**config.mk**
```make
export PLATFORM = sky130hd
export DESIGN_NAME = id_ex_pipe_stage
export DESIGN_NICKNAME = d
export VERILOG_FILES = /design/src/rtl/id_ex_pipe_stage.sv
export SDC_FILE = /design/constraint.sdc
export NUM_CORES = 1
export LEC_CHECK = 0
export ABC_AREA = 0
export BUFFER_PORTS_ARGS = -buffer_cell sky130_fd_sc_hd__buf_2
export CORE_ASPECT_RATIO = 0.6
export CORE_MARGIN = 2
export CORE_UTILIZATION = 45
export DETAILED_ROUTE_END_ITERATION = 8
export GPL_TIMING_DRIVEN = 0
export PLACE_DENSITY = 0.8
export SETUP_SLACK_MARGIN = 0.5
export SLEW_MARGIN = 25
export SYNTH_ARGS = -nofsm -noshare
export SYNTH_HDL_FRONTEND = slang
export SYNTH_SLANG_ARGS = --single-unit
```
**constraint.sdc**
```tcl
create_clock -name clk -period 2.16 [get_ports clk]
set_input_delay 0 -clock clk [delete_from_list [all_inputs] [get_ports clk]]
set_output_delay 0 -clock clk [all_outputs]
set_load 0.02 [all_outputs]
```
**src/rtl/id_ex_pipe_stage.sv**
```systemverilog
// Generic pipeline stage register: valid/ready handshake, flush, NOP bubbles and a saturating stall counter.
// Define ID_EX_SKID_EN to add a second (skid) entry, so that o_in_ready is driven from a flop.
module id_ex_pipe_stage #(
  parameter int unsigned       DATA_W    = 86,
  parameter logic [DATA_W-1:0] NOP_VALUE = {DATA_W{1'b0}},
  parameter int unsigned       CNT_W     = 16
) (
  input  logic              clk,
  input  logic              rst,
  input  logic              i_flush,
  input  logic              i_in_valid,
  output logic              o_in_ready,
  input  logic [DATA_W-1:0] i_in_data,
  output logic              o_out_valid,
  input  logic              i_out_ready,
  output logic [DATA_W-1:0] o_out_data,
  output logic [CNT_W-1:0]  o_stall_cnt
);

  logic              r_valid;
  logic [DATA_W-1:0] r_data;
  logic [CNT_W-1:0]  r_stall_cnt;
  logic              w_in_xfer;
  logic              w_out_xfer;

  assign o_out_valid = r_valid;
  assign o_out_data  = r_data;
  assign o_stall_cnt = r_stall_cnt;
  assign w_in_xfer   = i_in_valid && o_in_ready;
  assign w_out_xfer  = r_valid && i_out_ready;

`ifdef ID_EX_SKID_EN
  logic              r_skid_valid;
  logic [DATA_W-1:0] r_skid_data;
  logic              r_in_ready;
  logic              w_main_free;
  logic              w_valid_nxt;
  logic [DATA_W-1:0] w_data_nxt;
  logic              w_skid_valid_nxt;
  logic [DATA_W-1:0] w_skid_data_nxt;

  assign o_in_ready  = r_in_ready;
  assign w_main_free = !r_valid || i_out_ready;

  // The skid entry only fills while main is stalled, and it always holds the younger beat.
  always_comb begin
    w_valid_nxt      = r_valid;
    w_data_nxt       = r_data;
    w_skid_valid_nxt = r_skid_valid;
    w_skid_data_nxt  = r_skid_data;
    if (r_skid_valid) begin
      if (i_out_ready) begin
        w_valid_nxt      = 1'b1;
        w_data_nxt       = r_skid_data;
        w_skid_valid_nxt = 1'b0;
        w_skid_data_nxt  = NOP_VALUE;
      end
    end else if (w_in_xfer) begin
      if (w_main_free) begin
        w_valid_nxt = 1'b1;
        w_data_nxt  = i_in_data;
      end else begin
        w_skid_valid_nxt = 1'b1;
        w_skid_data_nxt  = i_in_data;
      end
    end else if (w_out_xfer) begin
      w_valid_nxt = 1'b0;
      w_data_nxt  = NOP_VALUE;
    end
  end

  always_ff @(posedge clk) begin
    if (rst || i_flush) begin
      r_valid      <= 1'b0;
      r_data       <= NOP_VALUE;
      r_skid_valid <= 1'b0;
      r_skid_data  <= NOP_VALUE;
      r_in_ready   <= 1'b1;
    end else begin
      r_valid      <= w_valid_nxt;
      r_data       <= w_data_nxt;
      r_skid_valid <= w_skid_valid_nxt;
      r_skid_data  <= w_skid_data_nxt;
      r_in_ready   <= !w_skid_valid_nxt;
    end
  end
`else
  assign o_in_ready = !r_valid || i_out_ready;

  always_ff @(posedge clk) begin
    if (rst || i_flush) begin
      r_valid <= 1'b0;
      r_data  <= NOP_VALUE;
    end else if (w_in_xfer) begin
      r_valid <= 1'b1;
      r_data  <= i_in_data;
    end else if (w_out_xfer) begin
      r_valid <= 1'b0;
      r_data  <= NOP_VALUE;
    end
  end
`endif

  // Flush deliberately leaves the stall counter alone; only reset clears it.
  always_ff @(posedge clk) begin
    if (rst) begin
      r_stall_cnt <= '0;
    end else if (r_valid && !i_out_ready && (r_stall_cnt != {CNT_W{1'b1}})) begin
      r_stall_cnt <= r_stall_cnt + 1'b1;
    end
  end

endmodule

```
---- Yosys cells after proc, flatten, opt, wreduce, memory -nomap -nowiden ----
Cells that the tools add are included.
cells by class
  $add $sub $neg .......................... 1
  $mul .................................... 0
  div/mod/pow operators ................... 0
  magnitude comparators ................... 0
  equality and inequality tests ........... 1
  shift operators ......................... 0
  muxes and demuxes ....................... 4
  bitwise logic cells ..................... 0
  reduce and logical (&&, ||, !) cells .... 9
operator list
  operator                                        count
  2-to-1 mux 86 bit                               2
  adder 16 x 1 -> 16 bit (second input constant)  1
  inequality test 16 bit (second input constant)  1
  logical AND 1 bit                               4
  zero test 1 bit                                 2
  logical OR 1 bit                                2
  2-to-1 mux 1 bit                                2
  nonzero test 2 bit                              1
storage, ports and cells
  flip-flop bits (word level) ............. 103
  latch bits .............................. 0
  RAM bits ................................ 0
  bits in read-only memories .............. 0
  input port bits ......................... 91
  output and inout bits ................... 104
  word-level logic and storage cells ...... 18
  memories kept ........................... 0

---- Logic depth before layout (Yosys ltp) ----
Gate-level depths: netlist of the first run.
  word-level depth ........................ 4
  depth in mapped cells ................... 8
  mapped depth without buffers ............ 5

---- Least setup slack after synthesis of the first run ----
OpenSTA, ideal clock, no wires.
  path type ............................... reg2reg
  from .................................... register r_stall_cnt[0], in the netlist o_stall_cnt[0]
  to ...................................... register r_stall_cnt[0], in the netlist o_stall_cnt[0]
  library setup time ...................... 121 ps
  data arrival time ....................... 1757 ps
  required time ........................... 2039 ps
  slack ................................... 282 ps
  stages on the path, launching flop included .. 6
  period minus slack after synthesis ...... 1878 ps
  cells stage by stage .................... dfxtp_1 ha_1 nand4_1 nor4_1 nor2_1 mux2_2
on the way
  cells in the longest elaborated chain, start to end .. 2
RTL lines
  element                                                         line  source
  start: declaration                                              22    logic [CNT_W-1:0] r_stall_cnt;
  start signal: assignment                                        109   r_stall_cnt <= r_stall_cnt + 1'b1;
  branches (longest 2 deep; another with adder 16 x 1 -> 16 bit)  --
Parallel ways; which one is timed is not known.
A chain may end at the register's enable or synchronous reset.

---- Worst setup path in the final report of the first run ----
  from .................................... register r_stall_cnt[12], in the netlist o_stall_cnt[12]
  to ...................................... register r_stall_cnt[13], in the netlist o_stall_cnt[13]
Same word-level chain as after synthesis.

==> impl_metrics.py, run 1 <==
metrics = {
    "synthesis": {
        "synthesis.instances": 397,
        "synth_top_cell_by_area": "dfxtp_1",
        "ys_seq_elements": 103,
        "mappedNetlistNets": 489,
        "synth.top_cell.area_share": 0.554,
        "synth.cell_area_um2": 3720,
        "synth.distinct_cells": 37,
        "ys_seq_area_frac": 0.554,
        "ys.warnings.count": 0,
        "avgSynthCellArea_um2": 9.37,
        "synth_enable_flop_cells": 0,
        "dominantRegCellSynth": "dfxtp_1",
        "synth.top_cells.by_area": "dfxtp_1 55%, a22oi_1 17%, nor2_1 9.5%",
        "async_reset_ff_frac": 0,
    },
    "finish": {
        "final_net_count": 782,
        "area.growth.synth_to_final_pct": 66.2,
        "antenna-diode-count": 0,
        "post_route_cells_drive_above_1_share": 0.380,
        "fill_cells": 511,
        "multiInputGateArea_um2": 1630,
        "register_area_um2": 2090,
        "fin_util": 0.778,
    },
    "clocking": {
        "clockBufferDepth": 2,
        "cts_htree_levels": 3,
        "cts_sink_cnt": 103,
        "worst_setup_hold_path_clk_slew_ns": 0.06,
        "clock_insertion_delay_worst_skew_ns": 0.33,
        "cts_made_buffers": 9,
        "root_buffer": "clkbuf_16",
        "cts_tree": "done",
    },
    "sta": {
        "grt_setup_unrepaired": "true",
        "fin_ws_ns": 0.439,
        "final_tns_setup_ns": 0,
        "skew_ns": 0.00456,
        "timing.fmax_ghz": 0.581,
        "min_period_over_period": 0.797,
        "worst_slew_pin_slew_ns": 0.523,
        "final_hold_viol_count": 0,
        "finalSetupViolCount": 0,
        "timing.slew.headroom": 0.648,
        "final_period_minus_worst_setup_slack_ns": 1.72,
        "timing.final.max_slew_violations": 0,
    },
    "die": {
        "die_y_um": 74.4,
        "dieArea_um2": 9040,
        "num_io_pins": 195,
        "core_region_area_um2": 7950,
        "row_count": 25,
        "initial_utilization": 0.468,
        "dieWidth_um": 121,
    },
    "worst_setup_path": {
        "timing.rr.start": "o_stall_cnt[12]",
        "regToRegEndpoint": "o_stall_cnt[13]",
        "timing.critical_path.to_type": "register",
        "critical_path_required_ns": 2.42,
        "crit_path_max_fanout": 5,
        "setup.worst_path.class": "register to register",
        "slowest_delay_ns": 0.50,
        "cpMaxStageDelayCell": "or4_1",
        "setup.reg_to_reg.worst_slack_ns": 0.44,
        "critical_path_at_ns": 1.98,
        "startpoint_type": "register",
        "reg2reg_depth": 4,
        "path_cells": "nand2_1, or3_4, or4_1, a21oi_1",
    },
    "power": {
        "power_report.internal_total_mw": 3.12,
        "power-per-cell-area_nw_per_um2": 665,
        "power.ir.vdd_worst_uv": 452,
        "power.switching_fraction": 0.242,
        "fin_total_pwr_mw": 4.11,
        "sequentialPowerShare": 0.482,
        "p_leak_nw": 2.79,
        "power_frac_clock": 0.372,
        "pwr-share-comb": 0.147,
        "net-switching-power_uw": 993,
    },
    "detailed_routing": {
        "vias_per_cell": 5.42,
        "route.antenna.remaining_nets": 0,
        "drt_drc_violations_left": 0,
        "number_of_drc_markers_in_iteration_0": 315,
        "routed_wirelength_um": 12900,
        "routed-via-count": 4346,
        "drt-pass1-iter-count": 5,
        "wl_per_cell_um": 16.1,
    },
    "global_route": {
        "grt_max_degree": 16,
        "first_global_vias": 4052,
        "grt_remaining_overflow": 0,
        "grt_usage": 0.269,
        "grt_pass1_wl_um": 19000,
        "initial_antenna_violation_count": 0,
    },
    "placement": {
        "io_buffer_count": 193,
        "dp_worst_setup_slack_ns": 0.0851,
        "finalWeightedCongestion": 0.916,
        "detailed_place_hpwl_um": 7950,
    },
    "job": {
        "maxCapViolations": 0,
    },
    "min_path": {
        "holdPathStages": 2,
        "min_path_type": "input pin to register",
        "min_delay_worst_endpoint": "o_stall_cnt[2]",
        "worstHoldStart": "rst",
    },
    "run_status": {
        "status": "finished, final reports clean",
    },
}
-- worst max-delay path by stage --
stage,slack [ns],cells after the start,from,to
finish,0.44,4,o_stall_cnt[12],o_stall_cnt[13]
global route,0.38,5,o_stall_cnt[0],o_stall_cnt[9]
CTS,0.47,8,o_out_valid,o_out_data[28]
detailed placement,0.09,5,o_out_valid,o_out_data[28]
global placement,0.22,5,o_out_valid,o_out_data[46]
floorplan,0.51,5,o_stall_cnt[2],o_stall_cnt[11]
-- sequential cells by signal (all words and copies together), names as in the netlist --
register / flops
o_out_data: 86
o_stall_cnt: 16
o_out_valid: 1
-- power groups by stage --
stage               Combinational [mW]  Clock [mW]  Sequential (mW)
floorplan                        0.189           0             2.09
global placement                 0.427           0             2.02
detailed placement               0.439           0             2.02
CTS                              0.574        1.56             1.98
global route                     0.647        1.63             1.98
finish                           0.603        1.53             1.98
-- Yosys cell counts (2+ instances only) --
master and n:
nand2_1 12, or3_1 4, dfxtp_1 103, nor3_1 3
inv_1 3, mux2_2 2, and2_1 2, a22oi_1 86
nor4_1 3, clkbuf_1 25, nand4_1 7, nand3_1 4
nor2b_1 2, nor2_1 94, o31ai_1 2, a31oi_1 3
o21ai_0 7, mux2i_1 3, or4_1 2, a21oi_1 8
buf_2 6
-- repair_timing --
action,in CTS,in global routing
endpoints found under the setup margin,90,70
hold endpoints to repair,87,0
gates resized for setup,27,24
pin swaps,2,2
buffers inserted,2,0
hold buffers,87,0
-- kinds of logic after synthesis --
family | synth area share
buffers and inverters | 0.0387
AOI/OAI and AO/OA | 0.217
and+or+nand+nor | 0.172
DFF | 0.554
muxes | 0.0141
adders and majority gates | 0.00336
-- worst max-delay path: cells and delay by family (launching register included) --
family	cells	cell delay [ns]
AND/OR/NAND/NOR	3	1.11
flip-flops	1	0.38
AO/OA/AOI/OAI	1	0.16
-- stage by stage --
stage,std cells,cell area [µm²],hold WS (ns)
5_1_grt,802,6180,0.0492
2_1_floorplan,397,3750,0.121
6_report,802,6180,0.0297
3_5_place_dp,698,4850,0.241
4_1_cts,802,6110,0.0131
3_3_place_gp,698,4850,0.232
-- placed cells by master (no fill, tap or decap), types with 3 or more instances in the layout --
cell type	n
or3_1	4
nand4_1	7
a22oi_2	7
nand2_1	12
dfxtp_4	5
dfxtp_1	89
a22oi_1	79
o21ai_0	7
clkbuf_1	16
buf_6	5
clkbuf_16	9
dlygate4sd3_1	87
a21oi_1	8
clkbuf_2	9
buf_2	194
clkbuf_8	3
dfxtp_2	9
a31oi_1	3
nor2_1	93
-- per-layer routing --
metal	track usage	part of all wire	wire length (µm)
met1	0.330	0.41	5330
met5	0	0	0
met3	0.0775	0.075	973
met2	0.454	0.49	6320
met4	0.107	0.022	286
-- area by class of cell --
| cell class | instances | area share |
|---|---|---|
| plain buffers | 32 | 0.0289 |
| clock buffers | 13 | 0.0437 |
| clock inverters | 2 | 0.00243 |
| inverters | 3 | 0.00182 |
| multi-input cells | 259 | 0.264 |
| flip-flops and latches | 103 | 0.338 |
| well taps | 108 | 0.0218 |
| repair buffers | 282 | 0.299 |
Power figures use the tool's default switching activity.
==> inputs of run 2 (changes only) <==
--- a/config.mk
+++ b/config.mk
@@ -9,10 +9,10 @@
 export BUFFER_PORTS_ARGS = -buffer_cell sky130_fd_sc_hd__buf_2
 export CORE_ASPECT_RATIO = 0.6
 export CORE_MARGIN = 2
-export CORE_UTILIZATION = 45
+export CORE_UTILIZATION = 40
 export DETAILED_ROUTE_END_ITERATION = 8
 export GPL_TIMING_DRIVEN = 0
-export PLACE_DENSITY = 0.8
+export PLACE_DENSITY = 0.75
 export SETUP_SLACK_MARGIN = 0.5
 export SLEW_MARGIN = 25
 export SYNTH_ARGS = -nofsm -noshare
==> constraint.sdc (replaced) <==
create_clock -name clk -period 1.5 [get_ports clk]
set_input_delay 0 -clock clk [delete_from_list [all_inputs] [get_ports clk]]
set_output_delay 0 -clock clk [all_outputs]
set_load 0.02 [all_outputs]
==> impl_metrics.py, run 2 (synthesized netlist as in run 1, its figures left out) <==
metrics = {
    "detailed_routing": {
        "wl_per_cell_um": 17.8,
        "number_of_drc_markers_in_iteration_0": 193,
        "dr.max_layer_used": "met4",
        "routed_wirelength_um": 15200,
        "drt-pass1-iter-count": 6,
        "route.antenna.remaining_nets": 0,
        "detail_route.wirelength.met1_um": 6190,
        "routed-via-count": 4525,
        "vias_per_cell": 5.30,
        "route.met3.wl_um": 1090,
        "wl_met2_um": 7670,
        "drt_drc_violations_left": 0,
    },
    "global_route": {
        "grt_pass1_wl_um": 22900,
        "grt_max_degree": 17,
        "initial_antenna_violation_count": 0,
        "grt_usage": 0.285,
        "first_global_vias": 4501,
        "grt_remaining_overflow": 0,
    },
    "clocking": {
        "cts_sink_cnt": 103,
        "cts_made_buffers": 9,
        "clock_insertion_delay_worst_skew_ns": 0.33,
        "root_buffer": "clkbuf_16",
        "worst_setup_hold_path_clk_slew_ns": 0.07,
        "cts_tree": "done",
        "cts_htree_levels": 3,
        "clockBufferDepth": 2,
    },
    "worst_setup_path": {
        "setup.worst_path.class": "register to register",
        "critical_path_required_ns": 1.76,
        "startpoint_type": "register",
        "critical_path_at_ns": 1.87,
        "crit_path_max_fanout": 5,
        "timing.critical_path.to_type": "register",
    },
    "sta": {
        "min_period_over_period": 1.07,
        "whs_ns": 0.0956,
        "final_hold_viol_count": 0,
        "worst_slew_pin_slew_ns": 0.554,
        "skew_ns": 0.00458,
        "timing.slew.headroom": 0.631,
        "finalSetupViolCount": 77,
        "timing.final.max_slew_violations": 0,
        "grt_setup_unrepaired": "true",
        "timing.fmax_ghz": 0.621,
        "fin_ws_ns": -0.110,
        "final_tns_setup_ns": -2.15,
        "final_period_minus_worst_setup_slack_ns": 1.61,
    },
    "job": {
        "maxCapViolations": 0,
    },
    "placement": {
        "placed_cell_area_um2": 5540,
        "finalWeightedCongestion": 0.909,
        "io_buffer_count": 193,
        "detailed_place_hpwl_um": 8480,
    },
    "power": {
        "fin_total_pwr_mw": 6.40,
        "power.ir.vdd_worst_uv": 862,
        "p_leak_nw": 3.27,
        "power-per-cell-area_nw_per_um2": 851,
    },
    "run_status": {
        "violations": "negative setup slack",
        "status": "finished with violations",
    },
    "die": {
        "core_region_area_um2": 9120,
        "dieArea_um2": 10100,
        "dieWidth_um": 129,
        "row_count": 27,
        "initial_utilization": 0.408,
        "num_io_pins": 195,
        "die_y_um": 78.7,
    },
    "finish": {
        "final_net_count": 825,
        "area.growth.synth_to_final_pct": 102,
        "largest_register_ffs": 86,
        "antenna-diode-count": 0,
        "layout_commonest_cell": "buf_2",
        "post_route_cells_drive_above_1_share": 0.554,
        "fin_util": 0.824,
        "final_design_area_no_fill_um2": 7520,
        "final_cell_mix": "183 x buf_2, 92 x nor2_1, 87 x dlygate4sd3_1",
    },
    "min_path": {
        "min_path_type": "input pin to register",
    },
}
[run 2: changes by cell type in the layout (fill, tap and decap cells not counted), sizes merged]
cell and delta:
bufinv +1, buf +42, inv +1, clkinv +1, clkinvlp -1
[run 2: final timing paths]
check	start	end	slack, ns	depth (start not counted)
setup / recovery	o_stall_cnt[8]	o_stall_cnt[13]	-0.11	4
setup reg to reg	o_stall_cnt[8]	o_stall_cnt[13]	-0.11	4
hold reg to reg	o_stall_cnt[9]	o_stall_cnt[9]	0.50	1
hold / removal	rst	o_stall_cnt[2]	0.1	2
[run 2: final cells by class]
class	instances	area (µm²)
Buffer	32	352
Fill cell	498	1600
Tap cell	116	145
Timing Repair Buffer	325	2420
Clock buffer	12	256
Clock inverter	4	52.6
Multi-Input combinational cell	259	2160
Sequential cell	103	2120
Inverter	3	13.8
[run 2: critical path, cell delays in order (launching register included)]
cell and delay, ns:
dfxtp_4 0.39, nand3_4 0.10, or3_4 0.43, or4_4 0.50, a21oi_2 0.12
[run 2: where the power goes]
part           total, mW  internal (mW)  leakage, nW  switching (mW)
registers           2.84           2.79        0.850          0.0555
clock network       2.39           1.39        0.149           0.995
logic               1.17          0.630         2.27           0.543
total               6.40           4.81         3.27            1.59
[run 2: timing repair]
item,4_1_cts,5_1_grt
cloned,7,0
endpoints found under the hold margin,87,0
pin swaps,16,24
hold buffers,87,0
resized for setup,59,39
setup buffers,25,13
endpoints found under the setup margin,104,112
[run 2: through the flow]
step | std cells | worst slack, ns
after floorplan | 397 | -0.119
after global placement | 706 | -0.521
after detailed placement | 706 | -0.597
after CTS | 841 | -0.0721
after global routing | 854 | -0.167
final | 854 | -0.110
[run 2: per-layer routing]
metal / track usage / vias up
met4: 0.0587 / 0
met1: 0.350 / 2148
met2: 0.519 / 216
met3: 0.0633 / 36
li1: - / 2125
met5: 0 / -
==> inputs of run 3 (changes only) <==
--- a/config.mk
+++ b/config.mk
@@ -18,3 +18,4 @@
 export SYNTH_ARGS = -nofsm -noshare
 export SYNTH_HDL_FRONTEND = slang
 export SYNTH_SLANG_ARGS = --single-unit
+export TNS_END_PERCENT = 5
==> impl_metrics.py, run 3 (synthesized netlist as in run 1, its figures left out) <==
metrics = {
    "clocking": {
        "cts_htree_levels": 3,
        "root_buffer": "clkbuf_16",
        "cts_made_buffers": 9,
        "clock_insertion_delay_worst_skew_ns": 0.35,
        "cts_tree": "done",
        "worst_setup_hold_path_clk_slew_ns": 0.07,
        "clockBufferDepth": 2,
        "cts_sink_cnt": 103,
    },
    "sta": {
        "finalSetupViolCount": 9,
        "whs_ns": 0.0496,
        "final_tns_setup_ns": -0.222,
        "grt_setup_unrepaired": "true",
        "final_period_minus_worst_setup_slack_ns": 1.59,
        "timing.final.max_slew_violations": 0,
        "timing.slew.headroom": 0.682,
        "skew_ns": 0.00764,
        "fin_ws_ns": -0.0862,
        "worst_slew_pin_slew_ns": 0.477,
        "timing.fmax_ghz": 0.630,
        "min_period_over_period": 1.06,
        "final_hold_viol_count": 0,
    },
    "die": {
        "dieArea_um2": 10100,
        "row_count": 27,
        "die_y_um": 78.7,
        "dieWidth_um": 129,
        "num_io_pins": 195,
        "initial_utilization": 0.408,
        "core_region_area_um2": 9120,
    },
    "finish": {
        "register_area_um2": 2110,
        "final_net_count": 800,
        "fill_cells": 624,
        "largest_register_ffs": 86,
        "post_route_cells_drive_above_1_share": 0.502,
        "fin_util": 0.756,
        "antenna-diode-count": 0,
        "finish.cell_count_without_fillers": 829,
        "final_cell_mix": "188 x buf_2, 91 x nor2_1, 87 x dlygate4sd3_1, 87 x dfxtp_1, 67 x a22oi_2",
        "multiInputGateArea_um2": 1980,
        "final_design_area_no_fill_um2": 6900,
        "layout_commonest_cell": "buf_2",
        "area.growth.synth_to_final_pct": 85.4,
    },
    "placement": {
        "dp_worst_setup_slack_ns": -0.562,
        "detailed_place_hpwl_um": 8280,
        "finalWeightedCongestion": 0.867,
        "placed_cell_area_um2": 4950,
        "placed_cells_incl_taps": 706,
        "io_buffer_count": 193,
    },
    "worst_setup_path": {
        "setup.reg_to_reg.worst_slack_ns": -0.09,
        "startpoint_type": "register",
        "slowest_delay_ns": 0.49,
        "timing.rr.start": "o_stall_cnt[9]",
        "reg2reg_depth": 4,
        "timing.critical_path.to_type": "register",
        "cpMaxStageDelayCell": "or4_4",
        "critical_path.n_buffers_inverters": 0,
        "regToRegEndpoint": "o_stall_cnt[13]",
        "setup.worst_path.class": "register to register",
        "crit_path_max_fanout": 6,
        "path_cells": "nand3_4, or3_4, or4_4, a21oi_2",
        "critical_path_at_ns": 1.86,
        "cp_top_family": "simple AND/OR/NAND/NOR gates",
        "critical_path_required_ns": 1.77,
    },
    "min_path": {
        "min_path_type": "input pin to register",
        "worstHoldStart": "rst",
        "holdPathStages": 2,
        "min_delay_worst_endpoint": "o_stall_cnt[2]",
    },
    "detailed_routing": {
        "vias_per_cell": 5.25,
        "routed_wirelength_um": 14200,
        "drt_drc_violations_left": 0,
        "route.antenna.remaining_nets": 0,
        "wl_per_cell_um": 17.1,
        "number_of_drc_markers_in_iteration_0": 244,
        "drt-pass1-iter-count": 4,
        "routed-via-count": 4350,
    },
    "run_status": {
        "status": "finished with violations",
        "violations": "negative setup slack",
    },
    "global_route": {
        "first_global_vias": 4204,
        "grt_pass1_wl_um": 20700,
        "grt_max_degree": 19,
        "initial_antenna_violation_count": 0,
        "grt_remaining_overflow": 0,
        "grt_usage": 0.260,
    },
    "power": {
        "power.ir.vdd_worst_uv": 525,
        "power-per-cell-area_nw_per_um2": 892,
        "fin_total_pwr_mw": 6.15,
        "p_leak_nw": 3.05,
    },
    "job": {
        "maxCapViolations": 0,
    },
}
[run 3: cell count changes in the layout (fill, tap and decap cells not counted), moves of 5 or more]
cell | before | now
a22oi_1 | 0 | 19
a22oi_2 | 86 | 67
buf_2 | 183 | 188
buf_6 | 23 | 9
[run 3: worst max path at each step]
stage	start	to	slack (ns)	cells past startpoint
2_1_floorplan	o_stall_cnt[0]	o_stall_cnt[0]	-0.13	5
3_3_place_gp	o_out_valid	o_out_data[46]	-0.48	5
3_5_place_dp	o_out_valid	o_out_data[43]	-0.56	5
4_1_cts	o_out_valid	o_out_data[64]	-0.06	8
5_1_grt	o_out_valid	o_stall_cnt[11]	-0.11	5
6_report	o_stall_cnt[9]	o_stall_cnt[13]	-0.09	4
[run 3: cell type report]
| class | count | area share |
|---|---|---|
| multi-input cells | 259 | 0.287 |
| well taps | 116 | 0.0210 |
| inverters | 3 | 0.00200 |
| clock buffers | 10 | 0.0346 |
| plain buffers | 32 | 0.0390 |
| flip-flops and latches | 103 | 0.307 |
| clock inverters | 6 | 0.00744 |
| repair buffers | 300 | 0.302 |
[run 3: repair_timing]
action / in CTS / in global routing
pin swaps: 13 / 47
buffers inserted: 7 / 10
endpoints found under the hold margin: 87 / 0
gates resized for setup: 73 / 86
hold buffers: 87 / 0
cloned: 1 / 2
endpoints found under the setup margin: 104 / 108
[run 3: worst reg2reg max path: cells and delay by family (launching register included)]
kind / cells / cell delay, ns
simple gates: 3 / 1.01
flops: 1 / 0.39
compound gates: 1 / 0.13
[run 3: routing by layer]
layer,part of all wire,vias to the layer above,GRT usage
li1,-,2062,-
met1,0.40,2059,0.311
met2,0.50,205,0.446
met3,0.076,24,0.0856
met4,0.017,0,0.0848
met5,0,-,0
[run 3: power by group]
part | internal [mW] | switching (mW)
logic | 0.548 | 0.507
registers | 2.79 | 0.0533
clock network | 1.20 | 1.06
